`config.mk`:
```
export PLATFORM = sky130hd
export DESIGN_NAME = lcd_ctrl_flat
export DESIGN_NICKNAME = d
export VERILOG_FILES = /design/src/rtl/lcd_ctrl_if.sv /design/src/rtl/lcd_ctrl.sv /design/src/flat_wrapper.sv
export SDC_FILE = /design/constraint.sdc
export NUM_CORES = 1
export LEC_CHECK = 0
export CORE_ASPECT_RATIO = 1.1
export CORE_MARGIN = 1.5
export CORE_UTILIZATION = 28
export DETAILED_ROUTE_END_ITERATION = 7
export GPL_TIMING_DRIVEN = 0
export HOLD_SLACK_MARGIN = 0.05
export PLACE_DENSITY = 0.45
export SYNTH_ARGS = -nofsm -noshare
export SYNTH_HDL_FRONTEND = slang
export SYNTH_SLANG_ARGS = --single-unit
```
`constraint.sdc`:
```
create_clock -name clk -period 3.75 [get_ports clk]
set_input_delay 0.375 -clock clk [delete_from_list [all_inputs] [get_ports clk]]
set_output_delay 0.375 -clock clk [all_outputs]
set_load 0.01 [all_outputs]
```
`src/rtl/lcd_ctrl_if.sv`:
```
// LCD datapath control bundle: refresh request in, select lines and bus strobes out.
interface lcd_ctrl_if;
    logic       refresh_req;
    logic [1:0] init_sel;
    logic [1:0] mux_sel;
    logic       data_sel;
    logic       DB_sel;
    logic       lcd_e;
    logic       lcd_rs;
    logic       lcd_rw;
    logic       ready;

    modport master (
        input  refresh_req,
        output init_sel, mux_sel, data_sel, DB_sel,
        output lcd_e, lcd_rs, lcd_rw, ready
    );

    modport slave (
        output refresh_req,
        input  init_sel, mux_sel, data_sel, DB_sel,
        input  lcd_e, lcd_rs, lcd_rw, ready
    );
endinterface

```
`src/rtl/lcd_ctrl.sv`:
```
// LCD sequencer: power-up init commands, then periodic address + 4-digit refresh.
module lcd_ctrl #(
    parameter int PWRUP_CYC    = 750000,
    parameter int E_PULSE_CYC  = 12,
    parameter int CMD_WAIT_CYC = 2000,
    parameter int CLR_WAIT_CYC = 82000,
    parameter int REFRESH_CYC  = 2500000,
    parameter int CNT_W        = 22
) (
    input  logic        clk,
    input  logic        reset,
    lcd_ctrl_if.master  bus
);
    typedef enum logic [2:0] {
        PWRUP, SETUP, PULSE, HOLD, WAIT, IDLE
    } state_t;

    localparam logic [CNT_W-1:0] PW_END  = CNT_W'(PWRUP_CYC - 1);
    localparam logic [CNT_W-1:0] E_END   = CNT_W'(E_PULSE_CYC - 1);
    localparam logic [CNT_W-1:0] CMD_END = CNT_W'(CMD_WAIT_CYC - 1);
    localparam logic [CNT_W-1:0] CLR_END = CNT_W'(CLR_WAIT_CYC - 1);
    localparam logic [CNT_W-1:0] REF_END = CNT_W'(REFRESH_CYC - 1);

    state_t           state, state_n;
    logic [3:0]       step, step_n;
    logic [CNT_W-1:0] cnt, cnt_n;
    logic             pending, pending_n;
    logic             rdy, rdy_n;
    logic [1:0]       isel, isel_n, msel, msel_n;
    logic             dsel, dsel_n, dbsel, dbsel_n, rs, rs_n, e;

    always_comb begin
        state_n   = state;
        step_n    = step;
        rdy_n     = rdy;
        pending_n = pending | (bus.refresh_req && state != IDLE);
        unique case (state)
            PWRUP: if (cnt == PW_END) begin
                state_n = SETUP;
                step_n  = 4'd0;
            end
            SETUP: state_n = PULSE;
            PULSE: if (cnt == E_END) state_n = HOLD;
            HOLD:  state_n = WAIT;
            WAIT: if (cnt == ((step == 4'd3) ? CLR_END : CMD_END)) begin
                if (step == 4'd3) rdy_n = 1'b1;
                if (step < 4'd8) begin
                    step_n  = step + 4'd1;
                    state_n = SETUP;
                end else if (pending || bus.refresh_req) begin
                    // queued request: skip IDLE entirely
                    step_n    = 4'd4;
                    state_n   = SETUP;
                    pending_n = 1'b0;
                end else begin
                    state_n = IDLE;
                end
            end
            IDLE: if (bus.refresh_req || cnt == REF_END) begin
                step_n  = 4'd4;
                state_n = SETUP;
            end
            default: state_n = PWRUP;
        endcase
        cnt_n = (state_n != state) ? '0 : cnt + 1'b1;
    end

    always_comb begin
        isel_n  = 2'd0;
        msel_n  = 2'd0;
        dsel_n  = 1'b0;
        dbsel_n = 1'b1;
        rs_n    = 1'b0;
        unique case (1'b1)
            (step_n < 4'd4):  isel_n = step_n[1:0];
            (step_n == 4'd4): dbsel_n = 1'b0;
            default: begin
                msel_n = 2'(4'd8 - step_n);
                dsel_n = 1'b1;
                rs_n   = 1'b1;
            end
        endcase
    end

    always_ff @(posedge clk) begin
        if (reset) begin
            state   <= PWRUP;
            step    <= 4'd0;
            cnt     <= '0;
            pending <= 1'b0;
            rdy     <= 1'b0;
            isel    <= 2'd0;
            msel    <= 2'd0;
            dsel    <= 1'b0;
            dbsel   <= 1'b1;
            rs      <= 1'b0;
            e       <= 1'b0;
        end else begin
            state   <= state_n;
            step    <= step_n;
            cnt     <= cnt_n;
            pending <= pending_n;
            rdy     <= rdy_n;
            isel    <= isel_n;
            msel    <= msel_n;
            dsel    <= dsel_n;
            dbsel   <= dbsel_n;
            rs      <= rs_n;
            e       <= (state_n == PULSE);
        end
    end

    assign bus.init_sel = isel;
    assign bus.mux_sel  = msel;
    assign bus.data_sel = dsel;
    assign bus.DB_sel   = dbsel;
    assign bus.lcd_e    = e;
    assign bus.lcd_rs   = rs;
    assign bus.lcd_rw   = 1'b0;
    assign bus.ready    = rdy;
endmodule

```
`src/flat_wrapper.sv`:
```
// flat-port wrapper written by rule: the top's interface ports become plain ports
module lcd_ctrl_flat 
#(
    parameter int PWRUP_CYC    = 750000,
    parameter int E_PULSE_CYC  = 12,
    parameter int CMD_WAIT_CYC = 2000,
    parameter int CLR_WAIT_CYC = 82000,
    parameter int REFRESH_CYC  = 2500000,
    parameter int CNT_W        = 22
)
  (clk, reset, bus_refresh_req, bus_init_sel, bus_mux_sel, bus_data_sel, bus_DB_sel, bus_lcd_e, bus_lcd_rs, bus_lcd_rw, bus_ready);
  lcd_ctrl_if bus_i ();
  input  logic clk;
  input  logic reset;
  input wire logic [$bits(bus_i.refresh_req)-1:0] bus_refresh_req;
  output wire logic [$bits(bus_i.init_sel)-1:0] bus_init_sel;
  output wire logic [$bits(bus_i.mux_sel)-1:0] bus_mux_sel;
  output wire logic [$bits(bus_i.data_sel)-1:0] bus_data_sel;
  output wire logic [$bits(bus_i.DB_sel)-1:0] bus_DB_sel;
  output wire logic [$bits(bus_i.lcd_e)-1:0] bus_lcd_e;
  output wire logic [$bits(bus_i.lcd_rs)-1:0] bus_lcd_rs;
  output wire logic [$bits(bus_i.lcd_rw)-1:0] bus_lcd_rw;
  output wire logic [$bits(bus_i.ready)-1:0] bus_ready;
  assign bus_i.refresh_req = bus_refresh_req;
  assign bus_init_sel = bus_i.init_sel;
  assign bus_mux_sel = bus_i.mux_sel;
  assign bus_data_sel = bus_i.data_sel;
  assign bus_DB_sel = bus_i.DB_sel;
  assign bus_lcd_e = bus_i.lcd_e;
  assign bus_lcd_rs = bus_i.lcd_rs;
  assign bus_lcd_rw = bus_i.lcd_rw;
  assign bus_ready = bus_i.ready;
  lcd_ctrl #(.PWRUP_CYC(PWRUP_CYC), .E_PULSE_CYC(E_PULSE_CYC), .CMD_WAIT_CYC(CMD_WAIT_CYC), .CLR_WAIT_CYC(CLR_WAIT_CYC), .REFRESH_CYC(REFRESH_CYC), .CNT_W(CNT_W)) u_core (.clk(clk), .reset(reset), .bus(bus_i));
endmodule
```
==> impl_metrics.csv <==
group,metric,value,unit
detailed_routing,first_pass_iters,4,
clock_network,clock_latency,0.29,ns
placement,portBuffers,11,
global_route,grt_first_pass_wirelength,8180,um
setup_path,cp_data_arrival_time,3.36,ns
floorplan,rows,32,
clock_network,cts-buffers-inserted,5,
final_layout,syn_to_final_growth,15.5,%
global_route,grt_max_degree,12,
power_and_ir_drop,cellPowerDensity,315,nW/um^2
detailed_routing,vias_per_cell,4.92,
global_route,overflow,0,
yosys,synthMuxAreaShare,0.692,%
yosys,synthSimpleGateAreaFrac,31.8,%
detailed_routing,via_count,1620,
floorplan,core_area,6930,sq um
yosys,synth_edf_count,0,
yosys,ys_warn_count,0,
setup_path,worstSetupPathType,"flop to flop",
sta,layout_min_cycle_time,3.21,ns
sta,slew_headroom,60.6,%
placement,place_hpwl,3610,um
setup_path,r2r_start,"u_core.step[0]$_SDFF_PP0_",
setup_path,reg2reg_depth,10,
power_and_ir_drop,p_leak,0.759,nW
setup_path,cp.required,3.90,ns
sta,post-route-period-util,85.6,%
clock_network,cts_setup_buffers,0,
final_layout,nNetsFinal,249,
power_and_ir_drop,ir_drop,155,uV
yosys,syn-cell-area,1990,sq um
yosys,synth_xor_xnor_area_share,9.69,%
detailed_routing,routed_wl,4750,um
yosys,yosys.area.top_type_share,38.2,%
setup_path,endpoint,"u_core.bus.mux_sel[1]$_SDFF_PP0_",
detailed_routing,drc_errors,0,
detailed_routing,drtAntennaViolNets,0,
yosys,synth_compound_area_share,13.0,%
yosys,synth_top_family_by_area,"simple AND/OR/NAND/NOR gates",
flow_run,drv_cap,0,
final_layout,drive_gt1_share,10.7,%
floorplan,start_util,28.7,%
global_route,gr-usage-all-layers,13.2,%
min_path,hp-class,"flop to flop",
sta,rsz0062_at_grt,"no",
sta,worst_slew_pin_slew,0.586,ns
clock_network,cts_htree_levels,2,
yosys,synth.area.top_cells,"dfxtp_1, nor3_1, xor2_1",
detailed_routing,first_iter_violations,57,
final_layout,n_antenna_cell,0,
placement,gp_congestion,0.819,
sta,setup-tns-final,0,ns
clock_network,cts_resized,0,
clock_network,clockRootBuffer,"clkbuf_8",
sta,max_freq,0.312,GHz
clock_network,cts.sinks,38,
clock_network,cts_tree,"done",
yosys,synth_most_common_cell,"dfxtp_1",
floorplan,die_h,91.4,um
min_path,worstHoldStart,"u_core.cnt[0]$_SDFF_PP0_",
yosys,synth_top_area_cell,"dfxtp_1",
yosys,synth_ff_type,"dfxtp_1",
setup_path,r2r_end,"u_core.bus.mux_sel[1]$_SDFF_PP0_",
floorplan,die_area,7620,sq um
sta,whs,0.470,ns
placement,postPlaceCellArea,2210,sq um
clock_network,holdBufCountCts,0,
yosys,syn_inst,225,
floorplan,ios,13,
final_layout,fin_area,2300,sq um
yosys,ys_seq_area_share,38.2,%
yosys,synthTopCellsByCount,"dfxtp_1, nor3_1, nor2_1",
run_status,status,"finished, final reports clean",
sta,skew,0.00745,ns
yosys,synth.distinct_cells,48,
yosys,synth_area_per_cell,8.84,sq um
yosys,syn_nets,231,
sta,slew_viol_final,0,
setup_path,startpoint,"u_core.step[0]$_SDFF_PP0_",
setup_path,startpoint_type,"flop",
clock_network,clockBufferDepth,2,
global_route,grt_pass1_vias,1619,
setup_path,end_kind,"flop",
clock_network,clk_pin_slew,0.08,ns
yosys,ys_seq_elements,38,
setup_path,cp_max_fo,5,
sta,hold_viol,0,
floorplan,fp.dieW,83.4,um
setup_path,rrSetupSlack,0.54,ns
sta,setup-violations-final,0,
detailed_routing,post_drt_wl_per_cell,14.4,um
yosys,synth_adder_area_share,1.89,%
yosys,ys_async_sr_fraction,0,%
global_route,antenna_found_initial,0,
## sequential cells by signal, indices dropped and copies added, names as in the netlist
signal / count
u_core.bus.lcd_e: 1
u_core.state: 3
u_core.step: 4
u_core.bus.DB_sel: 1
u_core.bus.ready: 1
u_core.cnt: 22
u_core.pending: 1
u_core.bus.init_sel: 2
u_core.bus.data_sel: 1
u_core.bus.mux_sel: 2
## cells in the final DEF (no fill, tap or decap), drive strengths merged, types with 6 or more instances in the layout
cell           Yosys  final
nand3             15     15
nand2             15     15
nand4              8      8
and3               6      6
xnor2              8      8
clkdlybuf4s50      0     11
a21oi              6      6
clkbuf             5     12
nor3              26     26
nor2              20     20
buf                7      7
xor2              14     14
dfxtp             38     38
## power by group
part	leakage, nW	total, mW	internal (mW)	switching [mW]
combinational	0.404	0.0197	0.00834	0.0113
sequential	0.307	0.409	0.407	0.00268
clock	0.0482	0.295	0.149	0.146
total	0.759	0.724	0.564	0.160
## final cells by class
class | count | area [sq um]
fillers | 762 | 4630
inverters | 5 | 18.8
multi-input cells | 170 | 1140
well taps | 85 | 106
repair buffers | 11 | 110
clock inverters | 1 | 5.00
plain buffers | 12 | 70.1
clock buffers | 7 | 86.3
flip-flops and latches | 38 | 761
## worst max-delay path, cell delays in order, from the launching register on
cell and delay, ns:
dfxtp_1 0.40, ha_1 0.24, nor3b_1 0.45, nand3_1 0.33
a2111oi_4 0.53, o211ai_1 0.22, a22oi_2 0.33, ha_1 0.23
nor2_1 0.04, o21ai_0 0.16, a21boi_0 0.14
## layer usage
metal / share of wire [%] / GRT usage, %
met4: 0.93 / 3.75
met5: 0 / 0
met2: 48 / 22.4
met3: 2.4 / 2.45
met1: 49 / 17.2
## stage by stage
step | setup slack, ns | cells | util (%) | power [mW]
after floorplan | 1.05 | 225 | - | 0.432
after global placement | 0.541 | 321 | 31.8 | 0.439
after detailed placement | 0.567 | 321 | 31.8 | 0.439
after CTS | 0.530 | 329 | 33.2 | 0.736
after global routing | 0.182 | 329 | 33.2 | 0.753
final | 0.540 | 329 | 33.2 | 0.724
## worst min-delay path by stage
| stage | endpoint | slack (ns) | cells past startpoint |
|---|---|---|---|
| after CTS | u_core.cnt[0]$_SDFF_PP0_ | 0.47 | 1 |
| final | u_core.cnt[0]$_SDFF_PP0_ | 0.47 | 1 |
| after global routing | u_core.cnt[0]$_SDFF_PP0_ | 0.50 | 1 |
| after global placement | u_core.cnt[0]$_SDFF_PP0_ | 0.46 | 1 |
| after detailed placement | u_core.cnt[0]$_SDFF_PP0_ | 0.46 | 1 |
| after floorplan | u_core.cnt[0]$_SDFF_PP0_ | 0.43 | 1 |
## logic make-up (layout without fill, tap and decap cells)
logic type,Yosys count,after routing
compound gates,28,28
xor+xnor,22,22
fa+ha+maj,3,3
buf+inv,17,36
flops,38,38
mux,1,1
other cells,1,1
simple gates,115,115
Note: power is estimated with default switching activity, not from simulation.
